`src/rtl/mem_pkg.sv`:
```
// rtl/mem_pkg.sv - shared state encoding and bus width defaults for the memory responder
package mem_pkg;

    localparam int MEM_ADDR_W = 16;
    localparam int MEM_DATA_W = 16;

    typedef enum logic [1:0] {
        IDLE = 2'd0,
        WR   = 2'd1,
        RD   = 2'd2,
        DONE = 2'd3
    } mem_state_t;

    function automatic logic is_busy_state(input mem_state_t s);
        return (s == WR) || (s == RD);
    endfunction

endpackage

```
`src/rtl/mem_watchdog.sv`:
```
// rtl/mem_watchdog.sv - saturating cycle counter with limit compare for external-bus timeouts
module mem_watchdog #(
    parameter int LIMIT = 255
) (
    input  logic clk,
    input  logic rst_n,
    input  logic clr,
    input  logic run,
    output logic expired
);

    localparam int CNT_W = $clog2(LIMIT + 1);

    logic [CNT_W-1:0] cnt_q;
    logic [CNT_W-1:0] cnt_d;

    // Clear wins over counting; the counter parks at the limit instead of wrapping.
    always_comb begin
        cnt_d = cnt_q;
        if (clr) begin
            cnt_d = '0;
        end else if (run && !expired) begin
            cnt_d = cnt_q + CNT_W'(1);
        end
    end

    // Counter register.
    always_ff @(posedge clk or negedge rst_n) begin
        if (!rst_n) begin
            cnt_q <= '0;
        end else begin
            cnt_q <= cnt_d;
        end
    end

    assign expired = (cnt_q == CNT_W'(LIMIT));

endmodule

```
`src/rtl/mem_responder.sv`:
```
// rtl/mem_responder.sv - core data-memory responder driving a wait-stated external bus; optional MEM_TIMEOUT_EN watchdog
module mem_responder
    import mem_pkg::*;
#(
    parameter int ADDR_W  = MEM_ADDR_W,
    parameter int DATA_W  = MEM_DATA_W,
    parameter int TMO_CYC = 255
) (
    input  logic              clk,
    input  logic              rst_n,
    input  logic              ram_read,
    input  logic              ram_write,
    input  logic [ADDR_W-1:0] addr,
    input  logic [DATA_W-1:0] wdata,
    output logic [DATA_W-1:0] rdata,
    output logic              mem_busy,
    output logic              mem_ready,
    output logic [ADDR_W-1:0] ext_addr,
    output logic [DATA_W-1:0] ext_wdata,
    output logic              ext_we,
    output logic              ext_req,
    input  logic              ext_ack,
    input  logic [DATA_W-1:0] ext_rdata,
    output logic              mem_err
);

    mem_state_t        state_q,     state_d;
    logic [ADDR_W-1:0] ext_addr_q,  ext_addr_d;
    logic [DATA_W-1:0] ext_wdata_q, ext_wdata_d;
    logic              ext_we_q,    ext_we_d;
    logic              ext_req_q,   ext_req_d;
    logic [DATA_W-1:0] rdata_q,     rdata_d;
    logic              busy_q,      busy_d;
    logic              ready_q,     ready_d;
    logic              err_q,       err_d;
    logic              tmo_expired;

`ifdef MEM_TIMEOUT_EN
    // Counter is held clear outside WR/RD so it starts from zero on every entry.
    mem_watchdog #(
        .LIMIT (TMO_CYC)
    ) u_watchdog (
        .clk     (clk),
        .rst_n   (rst_n),
        .clr     (!is_busy_state(state_q)),
        .run     (ext_req_q && !ext_ack),
        .expired (tmo_expired)
    );
`else
    logic unused_tmo;
    assign unused_tmo  = (TMO_CYC == 0);
    assign tmo_expired = 1'b0;
`endif

    // Next-state and registered-output computation; an ack always beats a timeout.
    always_comb begin
        state_d     = state_q;
        ext_addr_d  = ext_addr_q;
        ext_wdata_d = ext_wdata_q;
        ext_we_d    = ext_we_q;
        rdata_d     = rdata_q;
        err_d       = 1'b0;
        case (state_q)
            IDLE: begin
                if (ram_write) begin
                    ext_addr_d  = addr;
                    ext_wdata_d = wdata;
                    ext_we_d    = 1'b1;
                    state_d     = WR;
                end else if (ram_read) begin
                    ext_addr_d = addr;
                    ext_we_d   = 1'b0;
                    state_d    = RD;
                end
            end
            WR: begin
                if (ext_ack) begin
                    state_d = IDLE;
                end else if (tmo_expired) begin
                    err_d   = 1'b1;
                    state_d = IDLE;
                end
            end
            RD: begin
                if (ext_ack) begin
                    rdata_d = ext_rdata;
                    state_d = DONE;
                end else if (tmo_expired) begin
                    rdata_d = '1;
                    err_d   = 1'b1;
                    state_d = DONE;
                end
            end
            DONE: begin
                state_d = IDLE;
            end
            default: begin
                state_d = IDLE;
            end
        endcase
        ext_req_d = is_busy_state(state_d);
        busy_d    = is_busy_state(state_d);
        ready_d   = (state_d == DONE);
    end

    // State and output registers; reset drops any in-flight request at once.
    always_ff @(posedge clk or negedge rst_n) begin
        if (!rst_n) begin
            state_q     <= IDLE;
            ext_addr_q  <= '0;
            ext_wdata_q <= '0;
            ext_we_q    <= 1'b0;
            ext_req_q   <= 1'b0;
            rdata_q     <= '0;
            busy_q      <= 1'b0;
            ready_q     <= 1'b0;
            err_q       <= 1'b0;
        end else begin
            state_q     <= state_d;
            ext_addr_q  <= ext_addr_d;
            ext_wdata_q <= ext_wdata_d;
            ext_we_q    <= ext_we_d;
            ext_req_q   <= ext_req_d;
            rdata_q     <= rdata_d;
            busy_q      <= busy_d;
            ready_q     <= ready_d;
            err_q       <= err_d;
        end
    end

    assign rdata     = rdata_q;
    assign mem_busy  = busy_q;
    assign mem_ready = ready_q;
    assign ext_addr  = ext_addr_q;
    assign ext_wdata = ext_wdata_q;
    assign ext_we    = ext_we_q;
    assign ext_req   = ext_req_q;
    assign mem_err   = err_q;

endmodule

```
`config.mk`:
```
export PLATFORM = sky130hd
export DESIGN_NAME = mem_responder
export DESIGN_NICKNAME = d
export VERILOG_FILES = /design/src/rtl/mem_pkg.sv /design/src/rtl/mem_watchdog.sv /design/src/rtl/mem_responder.sv
export SDC_FILE = /design/constraint.sdc
export NUM_CORES = 1
export LEC_CHECK = 0
export BUFFER_PORTS_ARGS = -buffer_cell sky130_fd_sc_hd__buf_2
export CORE_UTILIZATION = 35
export DETAILED_ROUTE_END_ITERATION = 16
export MAX_ROUTING_LAYER = met4
export PLACE_DENSITY = 0.63
export SYNTH_ARGS = -nofsm -noshare
export SYNTH_HDL_FRONTEND = slang
export SYNTH_SLANG_ARGS = --single-unit
```
`constraint.sdc`:
```
create_clock -name clk -period 2.45 [get_ports clk]
set_input_delay 0.245 -clock clk [delete_from_list [all_inputs] [get_ports clk]]
set_output_delay 0.245 -clock clk [all_outputs]
set_load 0.01 [all_outputs]
```
==> results of run 1 <==
## area by class of cell
cell class                 instances  share of cell area, %
clock buffer                       7                   3.14
clock inverter                     1                   1.09
inverter                           1                  0.136
multi-input combinational         60                   24.4
sequential                        53                   48.2
tap                               72                   3.28
timing repair buffer             107                   19.7
## logic make-up (layout without fill, tap and decap cells)
family	after synthesis	count (layout)	synth area share, %
flip-flops	53	53	64.2
multiplexers	48	48	28.0
buffers and inverters	7	116	3.33
AND/OR/NAND/NOR	6	6	2.30
AO/OA/AOI/OAI	4	4	1.39
adder cells (fa/ha/maj)	1	1	0.606
other	1	1	0.182
## placed cells by master, fill, tap and decap left out, drive strengths merged
cell    instances
buf           107
dfrtp          53
mux2           48
clkbuf          7
nor2            2
inv             1
nor2b           1
a221oi          1
a21oi           1
nor3            1
nand3b          1
o21a            1
nand2           1
a21o            1
ha              1
conb            1
bufinv          1
## final timing paths
| kind | endpoint | slack [ns] | cells past startpoint |
|---|---|---|---|
| max in group asynchronous | ext_wdata[12]$_DFFE_PN0P_ | 1.96 | 2 |
| hold reg to reg | ext_addr[4]$_DFFE_PN0P_ | 0.50 | 1 |
| min in group clk | ext_addr[7]$_DFFE_PN0P_ | 0.17 | 2 |
| setup / recovery | ext_addr[1]$_DFFE_PN0P_ | 0.94 | 4 |
| hold / removal | ext_addr[7]$_DFFE_PN0P_ | 0.05 | 2 |
| setup reg to reg | ext_addr[1]$_DFFE_PN0P_ | 0.94 | 4 |
## cell usage after synthesis, types with 2 or more instances
master   number  area share [%]
dfrtp_1      53              64
mux2_4       10             7.3
buf_4         3             1.1
buf_6         2             1.1
mux2_2       38              21
## power by group
group	switching, µW	internal, µW
clock network	263	333
registers	222	1310
logic	626	802
## metrics by stage
step | setup WS, ns | utilization [%] | area (µm²)
floorplan | 1.05 | - | 2070
global placement | 0.976 | 47.0 | 2630
detailed placement | 0.937 | 47.0 | 2630
CTS | 0.920 | 49.0 | 2750
global route | 0.826 | 49.0 | 2750
finish | 0.943 | 49.0 | 2750
## sequential cells by signal (all words and copies together) (netlist names)
name and flops:
ext_addr 16, ext_wdata 16, rdata 16, state_q 2, ext_we 1, mem_busy 1, mem_ready 1
## worst reg2reg max path: stages (launching register included)
cell and delay [ns]:
dfrtp_1 0.47, nor2_2 0.16, o21a_1 0.14, buf_4 0.26
mux2_2 0.37
## layer usage
layer	global-route usage (%)	vias to the layer above	share of wire (%)
met5	-	-	0
met4	4.36	0	0.89
met3	5.98	4	11
met2	22.2	79	45
met1	15.7	624	43
li1	-	630	-
==> impl_metrics.env, run 1 <==
export IMPL_cts_tree="done"
export IMPL_timing_rr_start="state_q[1]$_DFF_PN0_"
export IMPL_min_period_over_period_pct=61.5
export IMPL_drt_iter0_markers=22
export IMPL_final_nets=282
export IMPL_firstDrtPassIters=4
export IMPL_async_reset_ff_share_pct=100
export IMPL_crit_buf_inv=1
export IMPL_portBuffers=104
export IMPL_finClkSkew_ns=0.00340
export IMPL_seq_area_frac_synth_pct=64.2
export IMPL_path_max_fanout=16
export IMPL_clockRootBuffer="clkbuf_8"
export IMPL_rsz0062_at_grt="false"
export IMPL_synth_top_flop_cell="dfrtp_1"
export IMPL_die_h_um=78.8
export IMPL_n_fill_cell=519
export IMPL_clk_pin_slew_ns=0.09
export IMPL_tns_ns=0
export IMPL_n_antenna_cell=0
export IMPL_worstPathCellList="nor2_2 > o21a_1 > buf_4 > mux2_2"
export IMPL_gp_congestion=0.667
export IMPL_crit_family="flip-flops"
export IMPL_clock_sinks=53
export IMPL_cap_violations=0
export IMPL_drive_gt1_share_pct=72.1
export IMPL_ys_types=19
export IMPL_status="complete, no violations"
export IMPL_dieArea_um2=6210
export IMPL_fin_crit_ns=1.51
export IMPL_whs_ns=0.0475
export IMPL_startpoint="state_q[1]$_DFF_PN0_"
export IMPL_gr_usage_all_layers_pct=13.8
export IMPL_cts_hold_buf=0
export IMPL_crit_arrival_ns=1.70
export IMPL_critPathMaxStageDelay_ns=0.47
export IMPL_synth_seq_cells=53
export IMPL_seq_area_um2=1330
export IMPL_worst_slew_pin_slew_ns=0.655
export IMPL_syn_nets=174
export IMPL_synth_area_per_cell_um2=17.2
export IMPL_cts_resized=0
export IMPL_io_pins=106
export IMPL_setup_viol=0
export IMPL_critPathKind="reg2reg"
export IMPL_grt_pass1_wl_um=6310
export IMPL_via_per_inst=4.44
export IMPL_cellLeakagePower_uw=0.00140
export IMPL_synth_cells=120
export IMPL_start_util_pct=36.8
export IMPL_instances_no_fill=301
export IMPL_cp_end_kind="register"
export IMPL_ys_warn_count=0
export IMPL_die_x_um=78.8
export IMPL_htree_levels=2
export IMPL_crit_required_ns=2.64
export IMPL_slew_viol_final=0
export IMPL_start_kind="register"
export IMPL_core_rowCount=27
export IMPL_detail_route_wl_per_cell_um=13.1
export IMPL_wirelength_um=3940
export IMPL_power_density_nw_per_um2=1290
export IMPL_clock_latency_ns=0.29
export IMPL_multi_input_comb_area_um2=671
export IMPL_max_freq_mhz=664
export IMPL_dp_cells=293
export IMPL_grt_max_degree=54
export IMPL_slowest_stage="dfrtp_1"
export IMPL_fp_coreArea_um2=5610
export IMPL_netlist_area_um2=2070
export IMPL_ant_nets=0
export IMPL_grt_antenna_before_repair=0
export IMPL_hold_viol_final=0
export IMPL_cts_setup_buffers=0
export IMPL_max_slew_margin_rel_pct=56.3
export IMPL_hold_class="in2async"
export IMPL_ir_worst_vdd_v=0.000525
export IMPL_grt_overflow=0
export IMPL_grt_pass1_vias=1393
export IMPL_numCtsBuffers=5
export IMPL_cts_buffer_depth=2
export IMPL_drcViolationCount=0
export IMPL_total_power_uw=3550
export IMPL_dp_hpwl_um=2920
export IMPL_synthToLayoutAreaGrowth_pct=33.1
export IMPL_synth_edf_count=0
export IMPL_vias=1337
(Power assumes the default switching activity.)
==> inputs of run 2 (changes only) <==
Clock period 2.45 ns to 1.5 ns, I/O delays scaled along.
==> impl_metrics.env, run 2 (synthesis results as in run 1) <==
export IMPL_n_fill_cell=531
export IMPL_crit_required_ns=1.69
export IMPL_clk_pin_slew_ns=0.09
export IMPL_ant_nets=0
export IMPL_portBuffers=104
export IMPL_grt_pass1_vias=1363
export IMPL_cts_buffer_depth=2
export IMPL_vias=1354
export IMPL_cellLeakagePower_uw=0.00141
export IMPL_rsz0062_at_grt="false"
export IMPL_cts_setup_buffers=0
export IMPL_wirelength_um=3900
export IMPL_dpl_worst_slack_ns=0.0460
export IMPL_cts_tree="done"
export IMPL_n_antenna_cell=0
export IMPL_firstDrtPassIters=4
export IMPL_start_kind="register"
export IMPL_whs_ns=0.0781
export IMPL_numCtsBuffers=5
export IMPL_via_per_inst=4.45
export IMPL_clockRootBuffer="clkbuf_8"
export IMPL_clock_sinks=53
export IMPL_grt_overflow=0
export IMPL_fin_util_pct=49.8
export IMPL_final_nets=285
export IMPL_finClkSkew_ns=0.00295
export IMPL_cp_end_kind="register"
export IMPL_clock_latency_ns=0.29
export IMPL_grt_antenna_before_repair=0
export IMPL_drcViolationCount=0
export IMPL_slew_viol_final=0
export IMPL_gr_usage_all_layers_pct=13.5
export IMPL_setup_viol=0
export IMPL_drt_iter0_markers=26
export IMPL_crit_arrival_ns=1.60
export IMPL_status="complete, no violations"
export IMPL_total_power_uw=5700
export IMPL_core_rowCount=27
export IMPL_dp_hpwl_um=2860
export IMPL_detail_route_wl_per_cell_um=12.8
export IMPL_synthToLayoutAreaGrowth_pct=35.1
export IMPL_tns_ns=0
export IMPL_gp_congestion=0.683
export IMPL_min_period_over_period_pct=94.0
export IMPL_hold_viol_final=0
export IMPL_htree_levels=2
export IMPL_max_freq_mhz=709
export IMPL_cap_violations=0
export IMPL_dieArea_um2=6210
export IMPL_power_density_nw_per_um2=2040
export IMPL_fp_coreArea_um2=5610
export IMPL_die_h_um=78.8
export IMPL_layout_commonest_cell="buf_2"
export IMPL_fin_crit_ns=1.41
export IMPL_path_max_fanout=16
export IMPL_start_util_pct=36.8
export IMPL_hold_class="in2reg"
export IMPL_io_pins=106
export IMPL_final_cell_mix="buf_2 (104), dfrtp_1 (51), mux2_2 (38)"
export IMPL_critPathKind="reg2reg"
export IMPL_ir_worst_vdd_v=0.000817
export IMPL_grt_pass1_wl_um=6260
export IMPL_die_x_um=78.8
export IMPL_grt_max_degree=54
export IMPL_postLayoutSetupSlackWorst_ns=0.0895
export IMPL_drive_gt1_share_pct=73.3
[run 2: area by class of cell]
type / instances / area [µm²] / share of cell area (%)
Tap cell: 72 / 90.1 / 3.23
Clock inverter: 3 / 17.5 / 0.628
Timing Repair Buffer: 110 / 606 / 21.7
Inverter: 1 / 3.75 / 0.135
Sequential cell: 53 / 1330 / 47.6
Clock buffer: 5 / 68.8 / 2.47
Multi-Input combinational cell: 60 / 676 / 24.2
[run 2: per-stage QoR]
step	instance area [µm²]	std cells
global placement	2690	295
floorplan	2070	120
global route	2790	304
detailed placement	2690	295
CTS	2780	304
finish	2790	304
[run 2: path summary, 6_finish.rpt]
kind,to,startpoint,slack [ns],cells after the start
min in group asynchronous,ext_addr[13]$_DFFE_PN0P_,rst_n,0.36,3
max in group asynchronous,state_q[0]$_DFF_PN0_,rst_n,0.87,3
hold / removal,ext_addr[15]$_DFFE_PN0P_,addr[15],0.08,2
setup / recovery,ext_addr[2]$_DFFE_PN0P_,state_q[0]$_DFF_PN0_,0.09,4
hold reg to reg,rdata[15]$_DFFE_PN0P_,rdata[15]$_DFFE_PN0P_,0.51,1
setup reg to reg,ext_addr[2]$_DFFE_PN0P_,state_q[0]$_DFF_PN0_,0.09,4
[run 2: where the power goes]
group,switching (µW),internal [µW]
clock,438,323
combinational,1050,1380
sequential,367,2140
[run 2: worst max-delay path, stage by stage, from the launching register on]
cell and delay, ns:
dfrtp_2 0.47, nor2_4 0.14, o21a_1 0.17, buf_12 0.17, mux2_2 0.35
[run 2: per-layer routing]
| metal | wire length [µm] | GRT usage (%) | vias to the layer above | share of wire [%] |
|---|---|---|---|---|
| li1 | - | - | 635 | - |
| met1 | 1710 | 16.4 | 638 | 44 |
| met2 | 1750 | 21.0 | 79 | 45 |
| met3 | 424 | 5.17 | 2 | 11 |
| met4 | 14 | 3.82 | 0 | 0.36 |
| met5 | 0 | - | - | 0 |
[run 2: timing repair]
item,4_1_cts,5_1_grt
hold endpoints to repair,53,0
endpoints found under the setup margin,0,6
gates resized for setup,0,3
hold buffers,1,0
